<file path="src/rtl/uart_wb_bridge.sv">
// uart_wb_bridge: turns a UART byte stream of 'W'/'R' commands into single
// 32-bit Wishbone cycles and streams the response bytes back out.
module uart_wb_bridge #(
  parameter int WB_DATA_WIDTH  = 32,
  parameter int WB_ADDR_WIDTH  = 32,
  parameter int WB_SEL_WIDTH   = 4,
  parameter int TIMEOUT_CYCLES = 255
) (
  input  logic                     clk_i,
  input  logic                     rst_i,
  input  logic                     rx_valid_i,
  input  logic [7:0]               rx_data_i,
  output logic                     tx_valid_o,
  output logic [7:0]               tx_data_o,
  input  logic                     tx_ready_i,
  output logic [WB_ADDR_WIDTH-1:0] wb_addr_o,
  output logic [WB_DATA_WIDTH-1:0] wb_data_o,
  output logic                     wb_we_o,
  output logic [WB_SEL_WIDTH-1:0]  wb_sel_o,
  output logic                     wb_stb_o,
  output logic                     wb_cyc_o,
  input  logic                     wb_ack_i,
  input  logic [WB_DATA_WIDTH-1:0] wb_data_i,
  output logic                     busy_o
);

  typedef enum logic [2:0] {S_IDLE, S_ADDR, S_DATA, S_BUS, S_RESP} state_t;

  localparam logic [15:0] TMO_LAST = 16'(TIMEOUT_CYCLES - 1);

  state_t                   state_q, state_d;
  logic                     we_q, we_d;
  logic                     err_q, err_d;
  logic [1:0]               cnt_q, cnt_d;   // byte index while parsing and responding
  logic [15:0]              tmo_q, tmo_d;
  logic [WB_ADDR_WIDTH-1:0] addr_q, addr_d;
  logic [WB_DATA_WIDTH-1:0] wdata_q, wdata_d;
  logic [WB_DATA_WIDTH-1:0] rdata_q, rdata_d;

  // State and datapath registers; reset drops any in-flight bus cycle.
  always_ff @(posedge clk_i) begin
    if (rst_i) begin
      state_q <= S_IDLE;
      we_q    <= 1'b0;
      err_q   <= 1'b0;
      cnt_q   <= '0;
      tmo_q   <= '0;
      addr_q  <= '0;
      wdata_q <= '0;
      rdata_q <= '0;
    end else begin
      state_q <= state_d;
      we_q    <= we_d;
      err_q   <= err_d;
      cnt_q   <= cnt_d;
      tmo_q   <= tmo_d;
      addr_q  <= addr_d;
      wdata_q <= wdata_d;
      rdata_q <= rdata_d;
    end
  end

  // Command parser, bus sequencer with timeout, and response byte stepping.
  always_comb begin
    state_d = state_q;
    we_d    = we_q;
    err_d   = err_q;
    cnt_d   = cnt_q;
    tmo_d   = tmo_q;
    addr_d  = addr_q;
    wdata_d = wdata_q;
    rdata_d = rdata_q;
    unique case (state_q)
      S_IDLE: begin
        if (rx_valid_i && (rx_data_i == 8'h57 || rx_data_i == 8'h52)) begin
          we_d    = (rx_data_i == 8'h57);
          cnt_d   = '0;
          state_d = S_ADDR;
        end
      end
      S_ADDR: begin
        if (rx_valid_i) begin
          addr_d[8*cnt_q +: 8] = rx_data_i;
          cnt_d = cnt_q + 2'd1;
          if (cnt_q == 2'd3) begin
            if (we_q) begin
              state_d = S_DATA;
            end else begin
              state_d = S_BUS;
              tmo_d   = '0;
              err_d   = 1'b0;
            end
          end
        end
      end
      S_DATA: begin
        if (rx_valid_i) begin
          wdata_d[8*cnt_q +: 8] = rx_data_i;
          cnt_d = cnt_q + 2'd1;
          if (cnt_q == 2'd3) begin
            state_d = S_BUS;
            tmo_d   = '0;
            err_d   = 1'b0;
          end
        end
      end
      S_BUS: begin
        // Ack takes priority over a timeout landing on the same cycle.
        if (wb_ack_i) begin
          if (!we_q) rdata_d = wb_data_i;
          cnt_d   = '0;
          state_d = S_RESP;
        end else if (tmo_q == TMO_LAST) begin
          err_d   = 1'b1;
          cnt_d   = '0;
          state_d = S_RESP;
        end else begin
          tmo_d = tmo_q + 16'd1;
        end
      end
      S_RESP: begin
        if (tx_ready_i) begin
          if (err_q || we_q || cnt_q == 2'd3) begin
            cnt_d   = '0;
            state_d = S_IDLE;
          end else begin
            cnt_d = cnt_q + 2'd1;
          end
        end
      end
      default: state_d = S_IDLE;
    endcase
  end

  // Outputs decode only registered state, so nothing from an input reaches them.
  assign wb_cyc_o   = (state_q == S_BUS);
  assign wb_stb_o   = (state_q == S_BUS);
  assign wb_we_o    = (state_q == S_BUS) && we_q;
  assign wb_sel_o   = (state_q == S_BUS) ? {WB_SEL_WIDTH{1'b1}} : '0;
  assign wb_addr_o  = addr_q;
  assign wb_data_o  = wdata_q;
  assign busy_o     = (state_q != S_IDLE);
  assign tx_valid_o = (state_q == S_RESP);
  assign tx_data_o  = (state_q != S_RESP) ? 8'h00 :
                      err_q               ? 8'h45 :
                      we_q                ? 8'h4B : rdata_q[8*cnt_q +: 8];

endmodule

</file>
<file path="config.mk">
export PLATFORM = sky130hd
export DESIGN_NAME = uart_wb_bridge
export DESIGN_NICKNAME = d
export VERILOG_FILES = /design/src/rtl/uart_wb_bridge.sv
export SDC_FILE = /design/constraint.sdc
export NUM_CORES = 1
export LEC_CHECK = 0
export CAP_MARGIN = 20
export CORE_ASPECT_RATIO = 2
export CORE_MARGIN = 5
export CORE_UTILIZATION = 52
export CTS_BUF_LIST = sky130_fd_sc_hd__clkbuf_4 sky130_fd_sc_hd__clkbuf_8
export DETAILED_ROUTE_END_ITERATION = 10
export GPL_TIMING_DRIVEN = 0
export PLACE_DENSITY = 0.85
export SLEW_MARGIN = 10
export SYNTH_ARGS = -nofsm -noshare
export SYNTH_HDL_FRONTEND = slang
export SYNTH_SLANG_ARGS = --single-unit
</file>
<file path="constraint.sdc">
create_clock -name clk_i -period 3.1 [get_ports clk_i]
set_clock_uncertainty 0.05 [all_clocks]
set_input_delay 0.31 -clock clk_i [delete_from_list [all_inputs] [get_ports clk_i]]
set_output_delay 0.31 -clock clk_i [all_outputs]
set_load 0.005 [all_outputs]
</file>
==> results of run 1 <==
-- flip-flops by register name, indices dropped and copies added, names as in the netlist --
register	count
tmo_q	16
wb_data_o	32
we_q	1
state_q	3
cnt_q	2
err_q	1
rdata_q	32
wb_addr_o	32
-- tightest hold or removal path, stage by stage --
cell and delay (ns):
clkdlybuf4s50_1 0.39, nand2_1 0.06, a21oi_1 0.05
-- metal layers --
metal	up-vias	track usage [%]	wire length [microns]
met2	239	48.2	8870
met5	-	0	0
li1	2623	-	-
met3	63	7.26	993
met1	2595	25.7	5470
met4	0	16.4	731
-- cell type report --
cell class	instances	area, sq um	share of cell area, %
Tap cell	135	169	2.33
Timing Repair Buffer	125	1250	17.3
Inverter	13	48.8	0.674
Buffer	48	223	3.08
Multi-Input combinational cell	500	2720	37.5
Sequential cell	119	2380	32.9
Clock inverter	15	215	2.97
Clock buffer	17	234	3.23
-- logic make-up after synthesis --
kind of cell,Yosys count,synth area share [%]
and+or+nand+nor,330,28.8
AOI/OAI and AO/OA,147,15.4
DFF,119,44.4
buffers and inverters,61,5.01
muxes,12,4.10
adders and majority gates,8,1.86
xor gates and xnor gates,3,0.489
-- report_power, final --
part           internal [uW]  switching (uW)
clock network            894             704
logic                   58.9            51.3
registers               1530           0.170
total                   2480             755
-- layout by cell type (no fill, tap or decap), drive strengths merged, types with 4 or more instances in the layout --
cell,netlist,final
ha,8,8
nor2,69,69
nor2b,4,4
nor3,31,31
bufinv,0,4
buf,12,11
clkinv,1,7
clkbuf,36,54
dfxtp,119,119
and3,7,7
mux4,8,8
o31ai,8,8
inv,12,17
o21ai,21,21
nand2b,11,11
nand4,5,5
or3,6,6
mux2i,4,4
a21oi,106,106
nand2,131,131
clkdlybuf4s50,0,125
nand3,47,47
-- how the worst max path moves through the flow --
stage / start / endpoint / slack [ns] / cells after the start
2_1_floorplan: cnt_q[1] / wb_addr_o[29] / 0.92 / 9
3_3_place_gp: cnt_q[1] / wb_addr_o[29] / 0.54 / 9
3_5_place_dp: cnt_q[1] / wb_addr_o[30] / 0.45 / 9
4_1_cts: cnt_q[0] / tx_data_o[0] / 0.08 / 5
5_1_grt: cnt_q[0] / tx_data_o[6] / 0.03 / 5
6_report: cnt_q[0] / tx_data_o[0] / 0.14 / 5
-- what timing repair did --
item,4_1_cts,5_1_grt
hold buffers,0,0
resized for setup,0,1
setup endpoints to repair,0,2
-- per-stage QoR --
step / utilization (%) / hold slack, ns / area (sq um) / std cells
after CTS: 71.3 / 0.332 / 7240 / 972
after global placement: 66.9 / 0.390 / 6790 / 940
after floorplan: - / 0.383 / 5370 / 680
after global routing: 71.3 / 0.331 / 7240 / 972
after detailed placement: 66.9 / 0.399 / 6790 / 940
final: 71.3 / 0.344 / 7240 / 972
==> metrics.cfg, run 1 <==
[outcome]
outcome=complete, no violations

[synthesis]
yosysTopAreaCellShare_pct=44.4
synth_top_area_cell=dfxtp_1
synth_seq_cells=119
synthCells=680
ys.flop_type=dfxtp_1
synth.most_common_cell=nand2_1
yosys-top-cells-count=131 x nand2_1, 119 x dfxtp_1, 106 x a21oi_1, 69 x nor2_1, 47 x nand3_1
synth_edf_count=0
synth_async_sr_flop_share_pct=0
synthTopCellsByArea=dfxtp_1 44%, a21oi_1 9.9%, nand2_1 9.2%, nor2_1 4.8%, nand3_1 4.4%
ys_types=51
ys_seq_area_share_pct=44.4
synth.avg_cell_area_sq_um=7.90
ys_warn_count=0
synthesis.area_sq_um=5370
synth_nets=733

[timing]
maxSlewViolCount=0
fmax_mhz=338
hold_violations=0
setup_viol=0
fin_tns_setup_ns=0
fin_crit_sh_pct=95.5
timing.final.ws_setup_ns=0.138
min_period_ns=2.96
max-slew-margin-rel_pct=54.8
worstMarginPinSlew_ns=0.673
rsz0062_at_grt=no

[place]
routabilityCongestion=0.916
pre_cts_slack_ns=0.449
dp_hpwl_microns=12100
port_buffers=125

[routing]
drt-total-wl_microns=16100
drtIter0Drc=390
routedWlPerCell_microns=16.5
via_per_inst=5.68
ant_nets=0
vias=5520
drt_pass1_iterations=6
drc=0

[setup_path]
critPathArrivalTime_ns=2.60
crit_chain=clkbuf_4, mux4_2, nor3_1, nor2_1, clkdlybuf4s50_1
crit_buf_inv=2
end_kind=output port
worst-path-max-fanout=10
start_kind=register
critPathTopFamily=buffers and inverters
reg2reg_from=cnt_q[1]
critPathKind=register to output port
critical_path_required_ns=2.74
cpMaxStageDelayCell=mux4_2
r2r-end=wb_addr_o[30]
worst_r2r_path_depth=9
cpPeakStageDelay_ns=0.54
r2r_slack_ns=0.39

[clock_network]
postCtsSetupRepairBufs=0
clock-sinks=119
worstSkewPairLatency_ns=0.46
cts_buffers=17
cts_tree=built
clk_path_buf_depth=2
path_clk_slew_ns=0.08
h-tree-depth=4
cts_root_buf=clkbuf_8

[layout]
fill_cells=835
diodes=0
final_nets=877
layout-drive-gt1-share_pct=8.36
area_delta_synth_final_pct=34.9

[power_and_ir_drop]
leakage_uw=0.00246
pwr_density_cell_nw_per_um2=447
total_power_uw=3240
vdd_drop_max_mv=0.548

[grt]
grt_usage_pct=26.8
grt_max_degree=17
grt_pass1_vias=5614
grt_first_pass_wirelength_microns=26100
antenna_found_initial=0
grt_overflow=0

[floorplan]
num_io_pins=126
num_rows=52
fp.dieArea_sq_um=12600
die_h_microns=154
coreArea_sq_um=10100
initial_core_util_pct=52.9
die_x_microns=81.9

[run]
drv_cap=0

[min_path]
hold_end=rdata_q[27]
hp-class=input port to register
hold_path_depth=3
min_from=wb_data_i[27]

No activity file was read; power rests on OpenSTA's default activity.
==> run 2: changes to the inputs <==
--- a/config.mk
+++ b/config.mk
@@ -5,6 +5,7 @@
 export SDC_FILE = /design/constraint.sdc
 export NUM_CORES = 1
 export LEC_CHECK = 0
+export ABC_AREA = 0
 export CAP_MARGIN = 20
 export CORE_ASPECT_RATIO = 2
 export CORE_MARGIN = 5
==> results of run 2 <==
Final layout, timing and power as in run 1 (identical DEF).
